==> config.mk <==
export PLATFORM = sky130hd
export DESIGN_NAME = wb_port_arb
export DESIGN_NICKNAME = d
export VERILOG_FILES = /design/src/rtl/wb_arb_pkg.sv /design/src/rtl/gnrl_rr_pick.sv /design/src/rtl/wb_port_arb.sv
export SDC_FILE = /design/constraint.sdc
export NUM_CORES = 1
export LEC_CHECK = 0
export BUFFER_PORTS_ARGS = -buffer_cell sky130_fd_sc_hd__buf_2
export CAP_MARGIN = 25
export CORE_MARGIN = 2
export CORE_UTILIZATION = 40
export DETAILED_ROUTE_END_ITERATION = 6
export GPL_TIMING_DRIVEN = 1
export PLACE_DENSITY = 0.71
export SKIP_LAST_GASP = 1
export SLEW_MARGIN = 10
export SYNTH_ARGS = -nofsm -noshare
export SYNTH_HDL_FRONTEND = slang
export SYNTH_SLANG_ARGS = --single-unit
==> constraint.sdc <==
create_clock -name clk -period 2.45 [get_ports clk]
set_input_delay 0.245 -clock clk [delete_from_list [all_inputs] [get_ports clk]]
set_output_delay 0.245 -clock clk [all_outputs]
set_load 0.005 [all_outputs]
==> src/rtl/wb_arb_pkg.sv <==
// wb_arb_pkg: shared defaults and bus-slot helper for the writeback port arbiter
package wb_arb_pkg;
  localparam int NREQ_DEF = 3;
  localparam int AW_DEF = 5;
  localparam int DW_DEF = 32;
  localparam int BUSW = 256;
  function automatic logic [63:0] get_slot(input logic [BUSW-1:0] bus, input int i, input int w);
    logic [BUSW-1:0] s;
    s = bus >> (i * w);
    return s[63:0] & ((64'd1 << w) - 64'd1);
  endfunction
endpackage

==> src/rtl/gnrl_rr_pick.sv <==
// gnrl_rr_pick: combinational round-robin pick starting at ptr
module gnrl_rr_pick #(
  parameter int NREQ = 3
) (
  input  logic [NREQ-1:0] vld,
  input  logic [1:0]      ptr,
  output logic [NREQ-1:0] gnt,
  output logic            found,
  output logic [1:0]      idx
);
  always_comb begin
    int j;
    gnt = '0;
    found = 1'b0;
    idx = 2'd0;
    j = 0;
    for (int k = 0; k < NREQ; k++) begin
      j = (int'(ptr) + k) % NREQ;
      if (!found && vld[j]) begin
        found = 1'b1;
        idx = 2'(j);
        gnt[j] = 1'b1;
      end
    end
  end
endmodule

==> src/rtl/wb_port_arb.sv <==
// wb_port_arb: round-robin arbiter for the register-file write port
module wb_port_arb
  import wb_arb_pkg::*;
#(
  parameter int NREQ = NREQ_DEF,
  parameter int AW = AW_DEF,
  parameter int DW = DW_DEF,
  parameter int CW = 16
) (
  input  logic             clk,
  input  logic             rst,
  input  logic             stall,
  input  logic [NREQ-1:0]    req_vld,
  input  logic [NREQ*AW-1:0] req_addr,
  input  logic [NREQ*DW-1:0] req_data,
  output logic [NREQ-1:0]    req_rdy,
  output logic             wb_en,
  output logic [AW-1:0]    wb_addr,
  output logic [DW-1:0]    wb_data,
  output logic [CW-1:0]    cont_cnt
);
  logic [1:0] ptr_q, ptr_d, idx;
  logic [NREQ-1:0] gnt;
  logic found, xfer, wb_en_d;
  logic [AW-1:0] addr_g, wb_addr_d;
  logic [DW-1:0] data_g, wb_data_d;
  logic [CW-1:0] cont_cnt_d;
  gnrl_rr_pick #(.NREQ(NREQ)) u_pick (
    .vld(req_vld),
    .ptr(ptr_q),
    .gnt(gnt),
    .found(found),
    .idx(idx)
  );
  always_comb begin
    xfer = found & ~stall & ~rst;
    req_rdy = xfer ? gnt : '0;
    addr_g = AW'(get_slot(BUSW'(req_addr), int'(idx), AW));
    data_g = DW'(get_slot(BUSW'(req_data), int'(idx), DW));
    ptr_d = xfer ? ((idx == 2'(NREQ - 1)) ? 2'd0 : idx + 2'd1) : ptr_q;
    wb_en_d = xfer & (addr_g != '0);
    wb_addr_d = xfer ? addr_g : wb_addr;
    wb_data_d = xfer ? data_g : wb_data;
    cont_cnt_d = (!stall && $countones(req_vld) > 1 && cont_cnt != '1) ? cont_cnt + 1'b1 : cont_cnt;
  end
  always_ff @(posedge clk) begin
    if (rst) begin
      ptr_q <= 2'd0;
      wb_en <= 1'b0;
      wb_addr <= '0;
      wb_data <= '0;
      cont_cnt <= '0;
    end else begin
      ptr_q <= ptr_d;
      wb_en <= wb_en_d;
      wb_addr <= wb_addr_d;
      wb_data <= wb_data_d;
      cont_cnt <= cont_cnt_d;
    end
  end
endmodule

Word-level counts from Yosys, hierarchy flattened
Index checks and enable logic that the tools add are counted.

Register bits after elaboration: 56. Bits of input ports: 117. Output and inout port bits: 57. Logic and storage cells: 70.

$add $sub $neg: 6. Multipliers: 1. Div/mod/pow operators: 3. Order comparisons: 7. Equal/unequal tests: 2. Shift operators: 2. Mux-type cells: 26. Bitwise gates (word level): 7. Reductions and logical operators: 11.

Operators with widths (count): $ge A32 B1 Y1 const B (3); $lt A32 B4 Y1 const B (3); $shr A96 B7 Y32 (1); $mod A32 B3 Y32 const B (2); $mod A3 B3 Y32 const B (1); $add A16 B1 Y16 const B (1); $ne A16 B16 Y1 const B (1); $shr A15 B5 Y5 (1); $mux W1 (12); $mux W3 (4); $mux W2 (4); $logic_and A1 B1 Y1 (7); $bmux W1 S2 (3); $demux W1 S2 (3); $or A3 B3 Y3 (2); $mul A2 B3 Y5 const B (1); $reduce_bool A5 Y1 (1); $add A2 B1 Y3 (1); $add A2 B1 Y3 const B (1); $add A2 B2 Y3 const B (1); $and A1 B1 Y1 (3); $gt A3 B1 Y1 const B (1); $logic_not A1 Y1 (3); $add A1 B1 Y2 (1); other kinds (3) (4).

Longest topological paths before layout
Word-level depth: 15. Gate-level depth with buffers: 10. Depth with buffers taken out: 7.

Hierarchy
A second synthesis with hierarchy kept.

Cell total of the unflattened synthesis: 423. Area, all modules: 3498.4 µm².

By module, submodules not included: wb_port_arb (instances 1, cells each 371, area an instance 3116.7 µm², seq. area each 1121.1 µm²); gnrl_rr_pick (instances 1, cells each 52, area an instance 381.6 µm², seq. area each 0.0 µm²).

Worst setup path before layout
Ideal clock, no wire load.

Kind: reg-to-output. Start point: reg ptr_q[0]. End point: out req_rdy[0]. Arrival time: 1919 ps. Data required time: 2205 ps. Path slack: 286 ps. Stages on the path, launching flop included: 9. Buffers on the path: 2. Cell sequence: dfxtp_1 -> inv_1 -> ha_1 -> buf_4 -> and2b_4 -> a2bb2oi_2 -> a311o_1 -> buf_4 -> nor3_1.

Longest elaborated chain between the ends: 14. Elaborated cells on any way between the ends: 44.

Ends and longest elaborated chain: from (decl) (RTL line wb_port_arb.sv:22) `logic [1:0] ptr_q, ptr_d, idx;`; from (signal assigned) (RTL line wb_port_arb.sv:54) `ptr_q <= ptr_d;`; parallel branches: the longest is 13 deep, another holds $mod A32 B3 Y32; $mux W3 (*) (RTL line wb_port_arb.sv:37) `req_rdy = xfer ? gnt : '0;`; to (decl) (RTL line wb_port_arb.sv:16) `output logic [NREQ-1:0] req_rdy,`.

Every way passes the cells marked *. The select of a mux whose other input is x is not followed.

Worst setup path in the final report
Start point: reg ptr_q[0]. End point: out req_rdy[2].

Same word-level chain as after synthesis.

==> results.ini <==
[synth]
syn-num-nets = 550
synth_common_cells = nor2_1 (61), dfxtp_1 (56), nand3_1 (45), a21oi_1 (44), o211ai_1 (32)
synth-seq-cells = 56
synth_top_area_cell = dfxtp_1
synth_top_area_share = 0.315
synth_area_leaders = dfxtp_1 (32%), a311oi_1 (7.1%), o211ai_1 (6.8%)
synth_cell_types = 51
synthFlopType = dfxtp_1
yosysSeqAreaShare = 0.315
yosysWarnings = 0
synth_edf_count = 0
synth_area_per_cell_um2 = 8.33
synthCells = 427
async_flop_share = 0
synth_most_common_cell = nor2_1
synth_area_mm2 = 0.00356

[setup_path]
cp-end-kind = output port
cp_top_family = compound AO/OA/AOI/OAI gates
crit_buf_inv = 3
path_cells = inv_1 > ha_4 > mux2i_4 > a2bb2oi_2 > buf_4 > o221ai_1 > a21oi_1 > buf_2
max_stage_delay_ns = 0.35
critPathLaunchType = register
path_class = reg2out
path_max_fanout = 7
rrSetupSlack_ns = 0.15
required_ns = 2.20
crit_slowest_cell = dfxtp_2
r2r_cells = 9
critPathArrivalTime_ns = 2.14
r2r-start = ptr_q[0]
r2r-end = wb_data[7]

[sta]
fmax_ghz = 0.419
slew_headroom = 0.567
finalSetupViolations = 0
drv_slew = 0
min_period_ns = 2.38
finalCritPeriodShare = 0.973
worst_pin_slew_ns = 0.649
hold_violations = 0
fin_worst_skew_ns = 0.00851
tns_ns = 0

[routing]
wirelength_um = 12000
drc = 0
drtIter0Drc = 252
ant_nets = 0
first_pass_iters = 5
vias_per_cell = 5.81
wl_per_cell_um = 17.1
vias = 4086

[clocking]
clk_path_buf_depth = 2
cts_root_buf = clkbuf_8
clk_pin_slew_worst_paths_ns = 0.11
cts_tree = built
numCtsBuffers = 5
worstSkewPairLatency_ns = 0.31
clock_sinks = 56
h-tree-depth = 2
cts.hold.buffers_added = 0

[hold_path]
min_path_cells = 3
holdPathEnd = wb_data[3]
hp-start = req_data[67]
hp-class = in2reg

[floorplanning]
dieArea_mm2 = 0.00967
ioPinCount = 174
chipWidth_um = 98.3
rows = 34
fp.dieH_um = 98.3
start_util = 0.410
core_area_mm2 = 0.00868

[cells_and_area]
area_delta_synth_final_pct = 36.0
layout-drive-gt1-share = 0.420
fin_nets = 717
diodes = 0

[placement]
io_buffers = 173
dp_hpwl_um = 8560
gp_congestion = 0.889

[grt]
grt_pass1_wl_um = 19400
grt_max_degree = 56
first_global_vias = 3986
antenna_found_initial = 0
grt_usage = 0.237
overflow = 0

[power_and_ir_drop]
total_power_mw = 2.88
powerDensity_mw_per_mm2 = 594
p_leak_nw = 2.08
vdd_ir_drop_max_v = 0.000259

[status]
run_status = finished, final reports clean

[job]
cap_violations = 0

[where the power goes]
| part | internal, mW | switching (mW) | leakage (nW) |
|---|---|---|---|
| Sequential | 1.01 | 0.0557 | 0.462 |
| Clock | 0.233 | 0.327 | 0.0516 |
| Combinational | 0.570 | 0.679 | 1.56 |
[logic make-up (layout without fill, tap and decap cells)]
group,Yosys count,in the layout,synth area share
and+or+nand+nor,152,152,0.206
AOI/OAI and AO/OA,148,148,0.332
DFF,56,56,0.315
buffers and inverters,46,214,0.0770
xor gates and xnor gates,14,14,0.0345
adders and majority gates,6,6,0.0211
muxes,5,5,0.0141
[stage by stage]
step | utilization | instance area [um^2] | cells | hold slack, ns | worst slack (ns)
finish | 0.558 | 4840 | 703 | 0.189 | 0.0658
global placement | 0.531 | 4600 | 688 | 0.481 | 0.129
CTS | 0.548 | 4760 | 697 | 0.184 | 0.0245
global route | 0.558 | 4840 | 703 | 0.196 | -0.00945
floorplan | - | 3560 | 427 | 0.409 | 0.286
detailed placement | 0.531 | 4600 | 688 | 0.491 | 0.0361
[metal layers]
metal,part of all wire,routed length [um],global-route usage
met1,0.42,5030,0.308
met2,0.49,5900,0.401
met3,0.081,970,0.0523
met4,0.011,131,0.0558
met5,0,0,0
[tightest hold or removal path, delay by kind of cell]
| family | cells | cell delay (ns) |
|---|---|---|
| buffers and inverters | 1 | 0.10 |
| AND/OR/NAND/NOR | 1 | 0.05 |
| AO/OA/AOI/OAI | 1 | 0.07 |
[area by class of cell]
cell class | count | area (um^2)
timing repair buffer | 202 | 1210
clock buffer | 6 | 82.6
fill | 805 | 3840
sequential | 56 | 1120
tap | 108 | 135
multi-input combinational | 325 | 2260
inverter | 4 | 15.0
clock inverter | 2 | 13.8
[worst max path at each step]
| stage | slack [ns] | end | cells past startpoint | startpoint |
|---|---|---|---|---|
| after CTS | 0.02 | req_rdy[0] | 7 | ptr_q[0] |
| after detailed placement | 0.04 | wb_data[7] | 8 | ptr_q[0] |
| after global routing | -0.009 | req_rdy[2] | 8 | ptr_q[0] |
| after global placement | 0.13 | wb_data[26] | 9 | ptr_q[0] |
| final | 0.07 | req_rdy[2] | 8 | ptr_q[0] |
| after floorplan | 0.29 | req_rdy[0] | 8 | ptr_q[0] |
[registers in the layout, indices dropped and copies added, names as in the netlist]
register  flops
cont_cnt     16
ptr_q         2
wb_addr       5
wb_data      32
wb_en         1
[placed cells by master, fill, tap and decap left out, types with 3 or more instances in the layout]
cell type  instances
a21o_1             3
o211ai_1          32
nand4_1            7
mux2i_1            3
o211ai_2           9
a21oi_1           44
o21ai_0            3
buf_2            173
a211oi_1           4
ha_1               3
and2_1             4
a311oi_2           8
nand2_1           12
buf_12            10
buf_4             19
nand3_1           45
a2bb2oi_2          3
and3_1             5
xnor2_1            4
dfxtp_1           54
inv_1              4
a311oi_1          29
and4_1             3
nor2_1            60
clkbuf_8           6
xor2_1            10
[repair_timing]
action,4_1_cts,5_1_grt
gates resized for setup,9,6
setup endpoints to repair,3,13
gates cloned,0,0
pin swaps,0,3
setup buffers,1,6
(Power assumes the default switching activity.)
